### src/rtl/cva6_config_pkg.sv
// Shared CVA6 configuration constants, the reportable field index map and the
// index -> value lookup used by the configuration reporter.
package cva6_config_pkg;

    localparam int unsigned NrFields    = 24;
    localparam int unsigned CfgIdxWidth = 5;
    localparam int unsigned CfgValWidth = 64;

    localparam logic [CfgValWidth-1:0] Xlen                = 64;
    localparam logic [CfgValWidth-1:0] FpuEn               = 1;
    localparam logic [CfgValWidth-1:0] F16En               = 0;
    localparam logic [CfgValWidth-1:0] F16AltEn            = 0;
    localparam logic [CfgValWidth-1:0] F8En                = 0;
    localparam logic [CfgValWidth-1:0] FVecEn              = 0;
    localparam logic [CfgValWidth-1:0] CvxifEn             = 0;
    localparam logic [CfgValWidth-1:0] CExtEn              = 1;
    localparam logic [CfgValWidth-1:0] AExtEn              = 1;
    localparam logic [CfgValWidth-1:0] VExtEn              = 0;
    localparam logic [CfgValWidth-1:0] FetchUserEn         = 0;
    localparam logic [CfgValWidth-1:0] FetchUserWidth      = 64;
    localparam logic [CfgValWidth-1:0] DataUserEn          = 0;
    localparam logic [CfgValWidth-1:0] DataUserWidth       = 64;
    localparam logic [CfgValWidth-1:0] RenameEn            = 0;
    localparam logic [CfgValWidth-1:0] IcacheSetAssoc      = 4;
    localparam logic [CfgValWidth-1:0] IcacheSets          = 4096;
    localparam logic [CfgValWidth-1:0] IcacheLineWidth     = 128;
    localparam logic [CfgValWidth-1:0] DcacheSetAssoc      = 8;
    localparam logic [CfgValWidth-1:0] DcacheSets          = 4096;
    localparam logic [CfgValWidth-1:0] DcacheLineWidth     = 128;
    localparam logic [CfgValWidth-1:0] NrCommitPorts       = 2;
    localparam logic [CfgValWidth-1:0] NrScoreboardEntries = 8;
    localparam logic [CfgValWidth-1:0] FPGAEn              = 0;

    typedef enum logic [CfgIdxWidth-1:0] {
        IdxXlen                = 5'd0,
        IdxFpuEn               = 5'd1,
        IdxF16En               = 5'd2,
        IdxF16AltEn            = 5'd3,
        IdxF8En                = 5'd4,
        IdxFVecEn              = 5'd5,
        IdxCvxifEn             = 5'd6,
        IdxCExtEn              = 5'd7,
        IdxAExtEn              = 5'd8,
        IdxVExtEn              = 5'd9,
        IdxFetchUserEn         = 5'd10,
        IdxFetchUserWidth      = 5'd11,
        IdxDataUserEn          = 5'd12,
        IdxDataUserWidth       = 5'd13,
        IdxRenameEn            = 5'd14,
        IdxIcacheSetAssoc      = 5'd15,
        IdxIcacheSets          = 5'd16,
        IdxIcacheLineWidth     = 5'd17,
        IdxDcacheSetAssoc      = 5'd18,
        IdxDcacheSets          = 5'd19,
        IdxDcacheLineWidth     = 5'd20,
        IdxNrCommitPorts       = 5'd21,
        IdxNrScoreboardEntries = 5'd22,
        IdxFPGAEn              = 5'd23
    } cfg_field_e;

    typedef enum logic [1:0] {
        StIdle   = 2'd0,
        StSingle = 2'd1,
        StDump   = 2'd2
    } rep_state_e;

    // Unmapped indices read as zero; the range error is flagged by the caller.
    function automatic logic [CfgValWidth-1:0] cfg_field_value(input logic [CfgIdxWidth-1:0] idx);
        logic [CfgValWidth-1:0] val;
        val = '0;
        case (idx)
            IdxXlen:                val = Xlen;
            IdxFpuEn:               val = FpuEn;
            IdxF16En:               val = F16En;
            IdxF16AltEn:            val = F16AltEn;
            IdxF8En:                val = F8En;
            IdxFVecEn:              val = FVecEn;
            IdxCvxifEn:             val = CvxifEn;
            IdxCExtEn:              val = CExtEn;
            IdxAExtEn:              val = AExtEn;
            IdxVExtEn:              val = VExtEn;
            IdxFetchUserEn:         val = FetchUserEn;
            IdxFetchUserWidth:      val = FetchUserWidth;
            IdxDataUserEn:          val = DataUserEn;
            IdxDataUserWidth:       val = DataUserWidth;
            IdxRenameEn:            val = RenameEn;
            IdxIcacheSetAssoc:      val = IcacheSetAssoc;
            IdxIcacheSets:          val = IcacheSets;
            IdxIcacheLineWidth:     val = IcacheLineWidth;
            IdxDcacheSetAssoc:      val = DcacheSetAssoc;
            IdxDcacheSets:          val = DcacheSets;
            IdxDcacheLineWidth:     val = DcacheLineWidth;
            IdxNrCommitPorts:       val = NrCommitPorts;
            IdxNrScoreboardEntries: val = NrScoreboardEntries;
            IdxFPGAEn:              val = FPGAEn;
            default:                val = '0;
        endcase
        return val;
    endfunction

endpackage

### src/rtl/cfg_field_rom.sv
// Combinational configuration-field lookup: index -> zero-extended value plus
// an out-of-range flag; out-of-range indices return zero data.
module cfg_field_rom #(
    parameter int unsigned NrFields  = cva6_config_pkg::NrFields,
    parameter int unsigned DataWidth = 32
) (
    input  logic [4:0]           idx_i,
    output logic [DataWidth-1:0] data_o,
    output logic                 err_o
);
    import cva6_config_pkg::*;

    logic [CfgValWidth-1:0] val;

    assign val    = cfg_field_value(idx_i);
    assign err_o  = (32'(idx_i) >= NrFields);
    assign data_o = err_o ? '0 : DataWidth'(val);

endmodule

### src/rtl/cva6_cfg_reporter.sv
// Reports CVA6 configuration fields over a valid/ready response channel,
// either a single indexed field or a full ascending dump of all fields.
module cva6_cfg_reporter #(
    parameter int unsigned NrFields  = cva6_config_pkg::NrFields,
    parameter int unsigned DataWidth = 32
) (
    input  logic                 clk_i,
    input  logic                 rst_ni,
    input  logic                 req_valid_i,
    output logic                 req_ready_o,
    input  logic                 req_dump_i,
    input  logic [4:0]           req_idx_i,
    output logic                 rsp_valid_o,
    input  logic                 rsp_ready_i,
    output logic [4:0]           rsp_idx_o,
    output logic [DataWidth-1:0] rsp_data_o,
    output logic                 rsp_err_o,
    output logic                 rsp_last_o,
    output logic                 busy_o
);
    import cva6_config_pkg::*;

    localparam int unsigned CntW = (NrFields > 1) ? $clog2(NrFields) : 1;
    localparam logic [CntW-1:0] LastCnt = CntW'(NrFields - 1);

    rep_state_e           state_q, state_d;
    logic [CntW-1:0]      cnt_q, cnt_d;
    logic                 rsp_valid_q, rsp_valid_d;
    logic [4:0]           rsp_idx_q, rsp_idx_d;
    logic [DataWidth-1:0] rsp_data_q, rsp_data_d;
    logic                 rsp_err_q, rsp_err_d;
    logic                 rsp_last_q, rsp_last_d;

    logic [4:0]           rom_idx;
    logic [DataWidth-1:0] rom_data;
    logic                 rom_err;
    logic                 rsp_hs;

    cfg_field_rom #(
        .NrFields  (NrFields),
        .DataWidth (DataWidth)
    ) i_rom (
        .idx_i  (rom_idx),
        .data_o (rom_data),
        .err_o  (rom_err)
    );

    assign rsp_hs = rsp_valid_q && rsp_ready_i;

    // The ROM is looked up with the index of the beat being loaded, so every
    // response field comes straight from a register.
    always_comb begin
        state_d     = state_q;
        cnt_d       = cnt_q;
        rsp_valid_d = rsp_valid_q;
        rsp_idx_d   = rsp_idx_q;
        rsp_data_d  = rsp_data_q;
        rsp_err_d   = rsp_err_q;
        rsp_last_d  = rsp_last_q;
        rom_idx     = req_idx_i;

        case (state_q)
            StIdle: begin
                if (req_valid_i) begin
                    rsp_valid_d = 1'b1;
                    if (req_dump_i) begin
                        state_d    = StDump;
                        cnt_d      = '0;
                        rom_idx    = '0;
                        rsp_idx_d  = '0;
                        rsp_data_d = rom_data;
                        rsp_err_d  = 1'b0;
                        rsp_last_d = (NrFields == 1);
                    end else begin
                        state_d    = StSingle;
                        rsp_idx_d  = req_idx_i;
                        rsp_data_d = rom_data;
                        rsp_err_d  = rom_err;
                        rsp_last_d = 1'b1;
                    end
                end
            end
            StSingle: begin
                if (rsp_hs) begin
                    state_d     = StIdle;
                    rsp_valid_d = 1'b0;
                    rsp_idx_d   = '0;
                    rsp_data_d  = '0;
                    rsp_err_d   = 1'b0;
                    rsp_last_d  = 1'b0;
                end
            end
            StDump: begin
                if (rsp_hs) begin
                    if (cnt_q == LastCnt) begin
                        state_d     = StIdle;
                        cnt_d       = '0;
                        rsp_valid_d = 1'b0;
                        rsp_idx_d   = '0;
                        rsp_data_d  = '0;
                        rsp_err_d   = 1'b0;
                        rsp_last_d  = 1'b0;
                    end else begin
                        cnt_d      = cnt_q + 1'b1;
                        rom_idx    = 5'(cnt_d);
                        rsp_idx_d  = 5'(cnt_d);
                        rsp_data_d = rom_data;
                        rsp_err_d  = 1'b0;
                        rsp_last_d = (cnt_d == LastCnt);
                    end
                end
            end
            default: state_d = StIdle;
        endcase
    end

    always_ff @(posedge clk_i or negedge rst_ni) begin
        if (!rst_ni) begin
            state_q     <= StIdle;
            cnt_q       <= '0;
            rsp_valid_q <= 1'b0;
            rsp_idx_q   <= '0;
            rsp_data_q  <= '0;
            rsp_err_q   <= 1'b0;
            rsp_last_q  <= 1'b0;
        end else begin
            state_q     <= state_d;
            cnt_q       <= cnt_d;
            rsp_valid_q <= rsp_valid_d;
            rsp_idx_q   <= rsp_idx_d;
            rsp_data_q  <= rsp_data_d;
            rsp_err_q   <= rsp_err_d;
            rsp_last_q  <= rsp_last_d;
        end
    end

    assign req_ready_o = (state_q == StIdle);
    assign busy_o      = (state_q != StIdle);
    assign rsp_valid_o = rsp_valid_q;
    assign rsp_idx_o   = rsp_idx_q;
    assign rsp_data_o  = rsp_data_q;
    assign rsp_err_o   = rsp_err_q;
    assign rsp_last_o  = rsp_last_q;

endmodule
### config.mk
export PLATFORM = sky130hd
export DESIGN_NAME = cva6_cfg_reporter
export DESIGN_NICKNAME = d
export VERILOG_FILES = /design/src/rtl/cva6_config_pkg.sv /design/src/rtl/cfg_field_rom.sv /design/src/rtl/cva6_cfg_reporter.sv
export SDC_FILE = /design/constraint.sdc
export NUM_CORES = 1
export LEC_CHECK = 0
export BUFFER_PORTS_ARGS = -buffer_cell sky130_fd_sc_hd__buf_2
export CORE_ASPECT_RATIO = 1.75
export CORE_MARGIN = 2
export CORE_UTILIZATION = 37
export DETAILED_ROUTE_END_ITERATION = 10
export PLACE_DENSITY_LB_ADDON = 0.15
export SLEW_MARGIN = 20
export SYNTH_ARGS = -nofsm -noshare
export SYNTH_HDL_FRONTEND = slang
export SYNTH_SLANG_ARGS = --single-unit
### constraint.sdc
create_clock -name clk_i -period 2.9 [get_ports clk_i]
set_input_delay 0.145 -clock clk_i [delete_from_list [all_inputs] [get_ports clk_i]]
set_output_delay 0.145 -clock clk_i [all_outputs]
set_load 0.05 [all_outputs]
==> impl_metrics.py, run 1 <==
metrics = {
    "power_and_ir_drop": {
        "ir_drop_mv": 0.453,
        "comb_power_share_pct": 62.6,
        "p_switching_uw": 978,
        "pwr-share-clk_pct": 12.9,
        "switching_share_pct": 54.2,
        "p_leak_nw": 0.918,
        "p_int_uw": 825,
        "pwr_density_cell_nw_per_um2": 1000,
        "p_seq_share_pct": 24.5,
    },
    "worst_setup_path": {
        "crit_fanout": 8,
        "reg2reg_depth": 9,
        "worstPathArrival_ns": 2.69,
        "endpoint_kind": "register",
        "cp.required_ns": 3.07,
        "ff2ff_setup_slack_ns": 0.38,
        "start_kind": "register",
        "crit_type": "reg -> reg",
        "r2r_end": "rsp_data_o[0]$_DFFE_PN0P_",
        "r2r_start": "state_q[0]$_DFFE_PN0P_",
    },
    "logic_synthesis": {
        "synthDistinctLibCells": 42,
        "netlist_area_um2": 1670,
        "ys_dominant_reg_cell": "dfrtp_1",
        "avgSynthCellArea_um2": 8.59,
        "synth_edf_count": 0,
        "yosys-top-cells-area": "dfrtp_1 (33%), buf_4 (12%), ha_1 (7.5%), nand2_1 (6.1%), o21ai_0 (4.2%)",
        "ys_seq_area_share_pct": 32.9,
        "ys_ff_latch": 22,
        "async_flop_share_pct": 100,
        "yosysWarningCount": 0,
        "yosysTopAreaCellShare_pct": 32.9,
        "yosysTopAreaCell": "dfrtp_1",
        "synthCells": 195,
    },
    "cells_and_area": {
        "drive_gt1_share_pct": 19.6,
        "nets": 240,
        "final_cell_mix": "nand2_1 (27), buf_2 (26), conb_1 (25)",
        "final_common_cell": "nand2_1",
        "area_growth_pct": 7.62,
        "diodes": 0,
    },
    "placement": {
        "numPortBuffers": 26,
        "place_congestion": 0.820,
        "dpl.hpwl_um": 2950,
    },
    "clocking": {
        "root_buffer": "clkbuf_8",
        "cts_tree": "built",
        "path_clk_slew_ns": 0.09,
        "clk_path_buf_depth": 2,
        "clk_latency_ns": 0.28,
        "cts_inserted_buffers": 3,
        "h-tree-depth": 1,
        "cts.sinks": 22,
        "post_cts_resized": 0,
    },
    "timing": {
        "rsz0062_at_grt": "false",
        "final_hold_viol_count": 0,
        "slew_viol_final": 0,
        "finalSetupTns_ns": 0,
        "slew_headroom_pct": 64.7,
        "holdWs_ns": 0.107,
        "setup_viol": 0,
        "timing.fmax_mhz": 397,
        "worst_pin_slew_ns": 0.528,
        "fin_crit_ns": 2.52,
        "min_period_over_period_pct": 87.0,
        "skew_ns": 0.00472,
    },
    "global_route": {
        "use_met2_pct": 29.1,
        "grt_pass1_wl_um": 6070,
        "overflow": 0,
        "grt_start_max_net_pins": 23,
        "use_met1_pct": 16.8,
        "grt_use_total_pct": 16.3,
        "grt.met3_usage_pct": 2.08,
        "grt_pass1_vias": 1314,
        "antenna_found_initial": 0,
        "grt.busiest_layer": "met2",
    },
    "hold_path": {
        "min_from": "req_dump_i",
        "min_path_type": "in -> reg",
        "hold_end": "state_q[0]$_DFFE_PN0P_",
        "hold_path_depth": 2,
    },
    "detailed_routing": {
        "vias_per_cell": 5.21,
        "drc": 0,
        "route.detailed.wl_per_inst_um": 13.8,
        "first_iter_violations": 35,
        "ant_nets": 0,
        "num_vias": 1407,
        "wirelength_um": 3720,
        "drtPass1Iterations": 4,
    },
    "floorplanning": {
        "die_area_um2": 5100,
        "row_count": 32,
        "initial_core_util_pct": 38.4,
        "die_y_um": 93.0,
        "die_w_um": 54.8,
        "io_pins": 52,
        "core_um2": 4360,
    },
    "flow_run": {
        "drv_cap": 0,
    },
    "outcome": {
        "outcome": "finished clean",
    },
}
==> cell usage after synthesis (all sizes together) (2+ instances only) <==
library cell and number:
buf 29, nand2 27, dfrtp 22, o21ai 17
ha 10, nand3 10, nor2 9, a21oi 8
inv 8, o31ai 6, clkbuf 5, and2 4
o211ai 4, a22o 3, a32o 3, nand4 3
nor3 3, a21o 2, a22oi 2, a31o 2
and3 2, nand4b 2, xor2 2
==> worst max-delay path, cell delays in order (launching register included) <==
cell and delay (ns):
dfrtp_1 0.41, inv_1 0.08, ha_1 0.28, or2b_1 0.29, and2_1 0.20, a22o_1 0.27
ha_1 0.21, and4_1 0.16, a211o_1 0.27, a32o_1 0.24
==> metal layers <==
layer	vias up	wire (µm)	part of all wire [%]
met4	0	110	3.0
met1	657	1340	36
met5	-	0	0
li1	686	-	-
met2	53	2100	56
met3	11	177	4.8
==> cell families after synthesis <==
| group | Yosys count | share of synthesized area [%] |
|---|---|---|
| fa+ha+maj | 10 | 7.47 |
| buf+inv | 42 | 16.4 |
| compound gates | 51 | 20.8 |
| mux | 1 | 0.598 |
| simple gates | 66 | 20.6 |
| flops | 22 | 32.9 |
| other cells | 1 | 0.224 |
| xor+xnor | 2 | 1.05 |
==> timing repair <==
item,CTS,global route
hold buffers,1,0
buffers inserted,0,0
endpoints found under the hold margin,22,0
==> power by group through the flow <==
stage | Clock [mW] | Combinational [mW] | Sequential [mW]
final | 0.232 | 1.13 | 0.442
after global routing | 0.246 | 1.24 | 0.456
after CTS | 0.240 | 1.14 | 0.445
after detailed placement | 0 | 1.13 | 0.451
after global placement | 0 | 1.13 | 0.446
after floorplan | 0 | 0.699 | 0.670
==> area by class of cell <==
cell class | instances | area, µm²
clock buffers | 4 | 55.1
fillers | 475 | 2560
inverters | 8 | 30.0
multi-input cells | 155 | 940
flip-flops and latches | 22 | 551
well taps | 51 | 63.8
repair buffers | 30 | 163
==> flip-flops by register name, summed over array words and instances, names as in the netlist <==
register / flops
state_q: 2
rsp_err_o: 1
rsp_last_o: 1
rsp_idx_o: 5
rsp_valid_o: 1
rsp_data_o: 7
cnt_q: 5
==> how the worst max path moves through the flow <==
| stage | slack (ns) | startpoint | depth (start not counted) | end |
|---|---|---|---|---|
| floorplan | 0.20 | state_q[0]$_DFFE_PN0P_ | 9 | rsp_data_o[0]$_DFFE_PN0P_ |
| global placement | 0.44 | state_q[0]$_DFFE_PN0P_ | 9 | rsp_data_o[0]$_DFFE_PN0P_ |
| detailed placement | 0.40 | state_q[0]$_DFFE_PN0P_ | 9 | rsp_data_o[0]$_DFFE_PN0P_ |
| CTS | 0.38 | state_q[0]$_DFFE_PN0P_ | 9 | rsp_data_o[0]$_DFFE_PN0P_ |
| global route | 0.20 | cnt_q[1]$_DFFE_PN0P_ | 9 | rsp_data_o[0]$_DFFE_PN0P_ |
| finish | 0.38 | state_q[0]$_DFFE_PN0P_ | 9 | rsp_data_o[0]$_DFFE_PN0P_ |
==> through the flow <==
step | setup slack [ns] | utilization [%] | instances | power [mW] | cell area (µm²)
2_1_floorplan | 0.199 | - | 219 | 1.37 | 1760
3_3_place_gp | 0.438 | 39.8 | 265 | 1.58 | 1740
3_5_place_dp | 0.395 | 39.8 | 265 | 1.59 | 1740
4_1_cts | 0.377 | 41.3 | 270 | 1.82 | 1800
5_1_grt | 0.196 | 41.3 | 270 | 1.94 | 1800
6_report | 0.378 | 41.3 | 270 | 1.80 | 1800
No activity file was read; power rests on OpenSTA's default activity.
==> run 2, diff against run 1 <==
Settings changed: CELL_PAD_IN_SITES_DETAIL_PLACEMENT set to 0, CELL_PAD_IN_SITES_GLOBAL_PLACEMENT set to 1.
==> run 2 against run 1 <==
Effect of this change: combinational power barely moved; worst setup slack worse by 0.051 ns; critical path type unchanged; routed wire length is 4.6% higher; largest cell class unchanged.
==> impl_metrics.py, run 2 (synthesis results as in run 1) <==
metrics = {
    "worst_setup_path": {
        "r2r_start": "cnt_q[0]$_DFFE_PN0P_",
        "crit_family": "compound AO/OA/AOI/OAI gates",
        "cpMaxStageDelayCell": "dfrtp_1",
        "critPathMaxStageDelay_ns": 0.45,
        "cp.required_ns": 3.06,
        "worstPathArrival_ns": 2.74,
        "cpMostUsedCell": "ha_1",
        "ff2ff_setup_slack_ns": 0.33,
        "endpoint_kind": "register",
        "start_kind": "register",
        "crit_fanout": 8,
        "crit_buf_inv": 0,
        "path_cells": "ha_1, nand4b_2, nand2_1, o21ai_0, a22o_1, ha_1, and4_1, a211o_1, a32o_1",
        "crit_type": "reg -> reg",
        "reg2reg_depth": 9,
        "r2r_end": "rsp_data_o[0]$_DFFE_PN0P_",
    },
    "placement": {
        "numPortBuffers": 26,
        "dpl.hpwl_um": 3050,
        "place_congestion": 0.823,
        "post_dp_cell_area_um2": 1720,
        "dp_cells": 263,
        "pre_cts_ws_ns": 0.357,
    },
    "clocking": {
        "h-tree-depth": 1,
        "root_buffer": "clkbuf_8",
        "cts_tree": "built",
        "cts.sinks": 22,
        "path_clk_slew_ns": 0.09,
        "clk_latency_ns": 0.27,
        "post-cts-setup-buffer-count": 0,
        "clk_path_buf_depth": 2,
        "cts_inserted_buffers": 3,
    },
    "timing": {
        "slew_viol_final": 0,
        "holdWs_ns": 0.113,
        "finalSetupTns_ns": 0,
        "min_period_over_period_pct": 88.7,
        "setup_viol": 0,
        "rsz0062_at_grt": "false",
        "final_hold_viol_count": 0,
        "fin_crit_ns": 2.57,
        "skew_ns": 0.00471,
        "slew_headroom_pct": 63.3,
        "worst_pin_slew_ns": 0.548,
        "timing.fmax_mhz": 389,
        "worst_slack_ns": 0.327,
    },
    "detailed_routing": {
        "vias_per_cell": 5.10,
        "num_vias": 1368,
        "drc": 0,
        "ant_nets": 0,
        "wirelength_um": 3890,
        "drtPass1Iterations": 4,
        "first_iter_violations": 30,
        "route.detailed.wl_per_inst_um": 14.5,
    },
    "cells_and_area": {
        "largest_reg_flops": 7,
        "postLayoutCellArea_um2": 1790,
        "final_cell_mix": "nand2_1 (27), buf_2 (26), conb_1 (25)",
        "finalNonFillerCells": 268,
        "nets": 238,
        "diodes": 0,
        "drive_gt1_share_pct": 18.9,
        "final_common_cell": "nand2_1",
        "area_growth_pct": 6.73,
    },
    "hold_path": {
        "min_from": "req_dump_i",
        "hold_path_depth": 2,
        "min_path_type": "in -> reg",
        "hold_end": "state_q[0]$_DFFE_PN0P_",
    },
    "global_route": {
        "grt_start_max_net_pins": 23,
        "grt_pass1_wl_um": 6220,
        "grt_pass1_vias": 1385,
        "overflow": 0,
        "antenna_found_initial": 0,
        "grt_use_total_pct": 16.4,
    },
    "flow_run": {
        "drv_cap": 0,
    },
    "outcome": {
        "outcome": "finished clean",
    },
    "power_and_ir_drop": {
        "p_leak_nw": 0.907,
        "ir_drop_mv": 0.483,
        "pwr_density_cell_nw_per_um2": 1000,
    },
    "floorplanning": {
        "die_y_um": 93.0,
        "die_area_um2": 5100,
        "row_count": 32,
        "io_pins": 52,
        "initial_core_util_pct": 38.4,
        "die_w_um": 54.8,
        "core_um2": 4360,
    },
}
[run 2: cell types whose count changed in the layout (fill, tap and decap cells not counted)]
cell,before,now
buf_4,3,1
[run 2: worst max-delay path by stage]
stage	startpoint	to	cells past startpoint
after CTS	cnt_q[0]$_DFFE_PN0P_	rsp_data_o[0]$_DFFE_PN0P_	9
final	cnt_q[0]$_DFFE_PN0P_	rsp_data_o[0]$_DFFE_PN0P_	9
after global placement	state_q[0]$_DFFE_PN0P_	rsp_data_o[0]$_DFFE_PN0P_	9
after detailed placement	cnt_q[0]$_DFFE_PN0P_	rsp_data_o[0]$_DFFE_PN0P_	9
after floorplan	state_q[0]$_DFFE_PN0P_	rsp_data_o[0]$_DFFE_PN0P_	9
after global routing	cnt_q[0]$_DFFE_PN0P_	rsp_data_o[0]$_DFFE_PN0P_	10
[run 2: where the power goes]
group	leakage (nW)	total [mW]	switching, mW	internal (mW)
clock network	0.0288	0.235	0.114	0.121
logic	0.583	1.11	0.812	0.300
registers	0.295	0.448	0.0565	0.391
total	0.907	1.80	0.982	0.813
[run 2: routing by layer]
metal	up-vias	share of wire (%)	GRT usage, %	routed length (µm)
met5	-	0	0	0
met4	0	2.6	7.29	102
met3	9	4.2	1.92	162
met2	50	56	29.8	2160
met1	629	38	17.5	1460
li1	680	-	-	-
[run 2: final cells by class]
class	count	area, µm²
clock buffer	4	55.1
fill	461	2580
inverter	8	30.0
multi-input combinational	155	940
sequential	22	551
tap	51	63.8
timing repair buffer	28	148
[run 2: worst reg2reg max path, cell delays in order (launching register included)]
cell      delay (ns)
dfrtp_1         0.45
ha_1            0.37
nand4b_2        0.23
nand2_1         0.17
o21ai_0         0.12
a22o_1          0.23
ha_1            0.22
and4_1          0.16
a211o_1         0.27
a32o_1          0.25
[run 2: stage by stage]
stage | total power [mW] | util [%]
after global placement | 1.56 | 39.4
after CTS | 1.81 | 40.9
after floorplan | 1.37 | -
after global routing | 1.94 | 40.9
final | 1.80 | 40.9
after detailed placement | 1.57 | 39.4
[run 2: what timing repair did]
item,CTS,global route
hold buffers,1,0
endpoints found under the hold margin,22,0
resized for setup,0,0
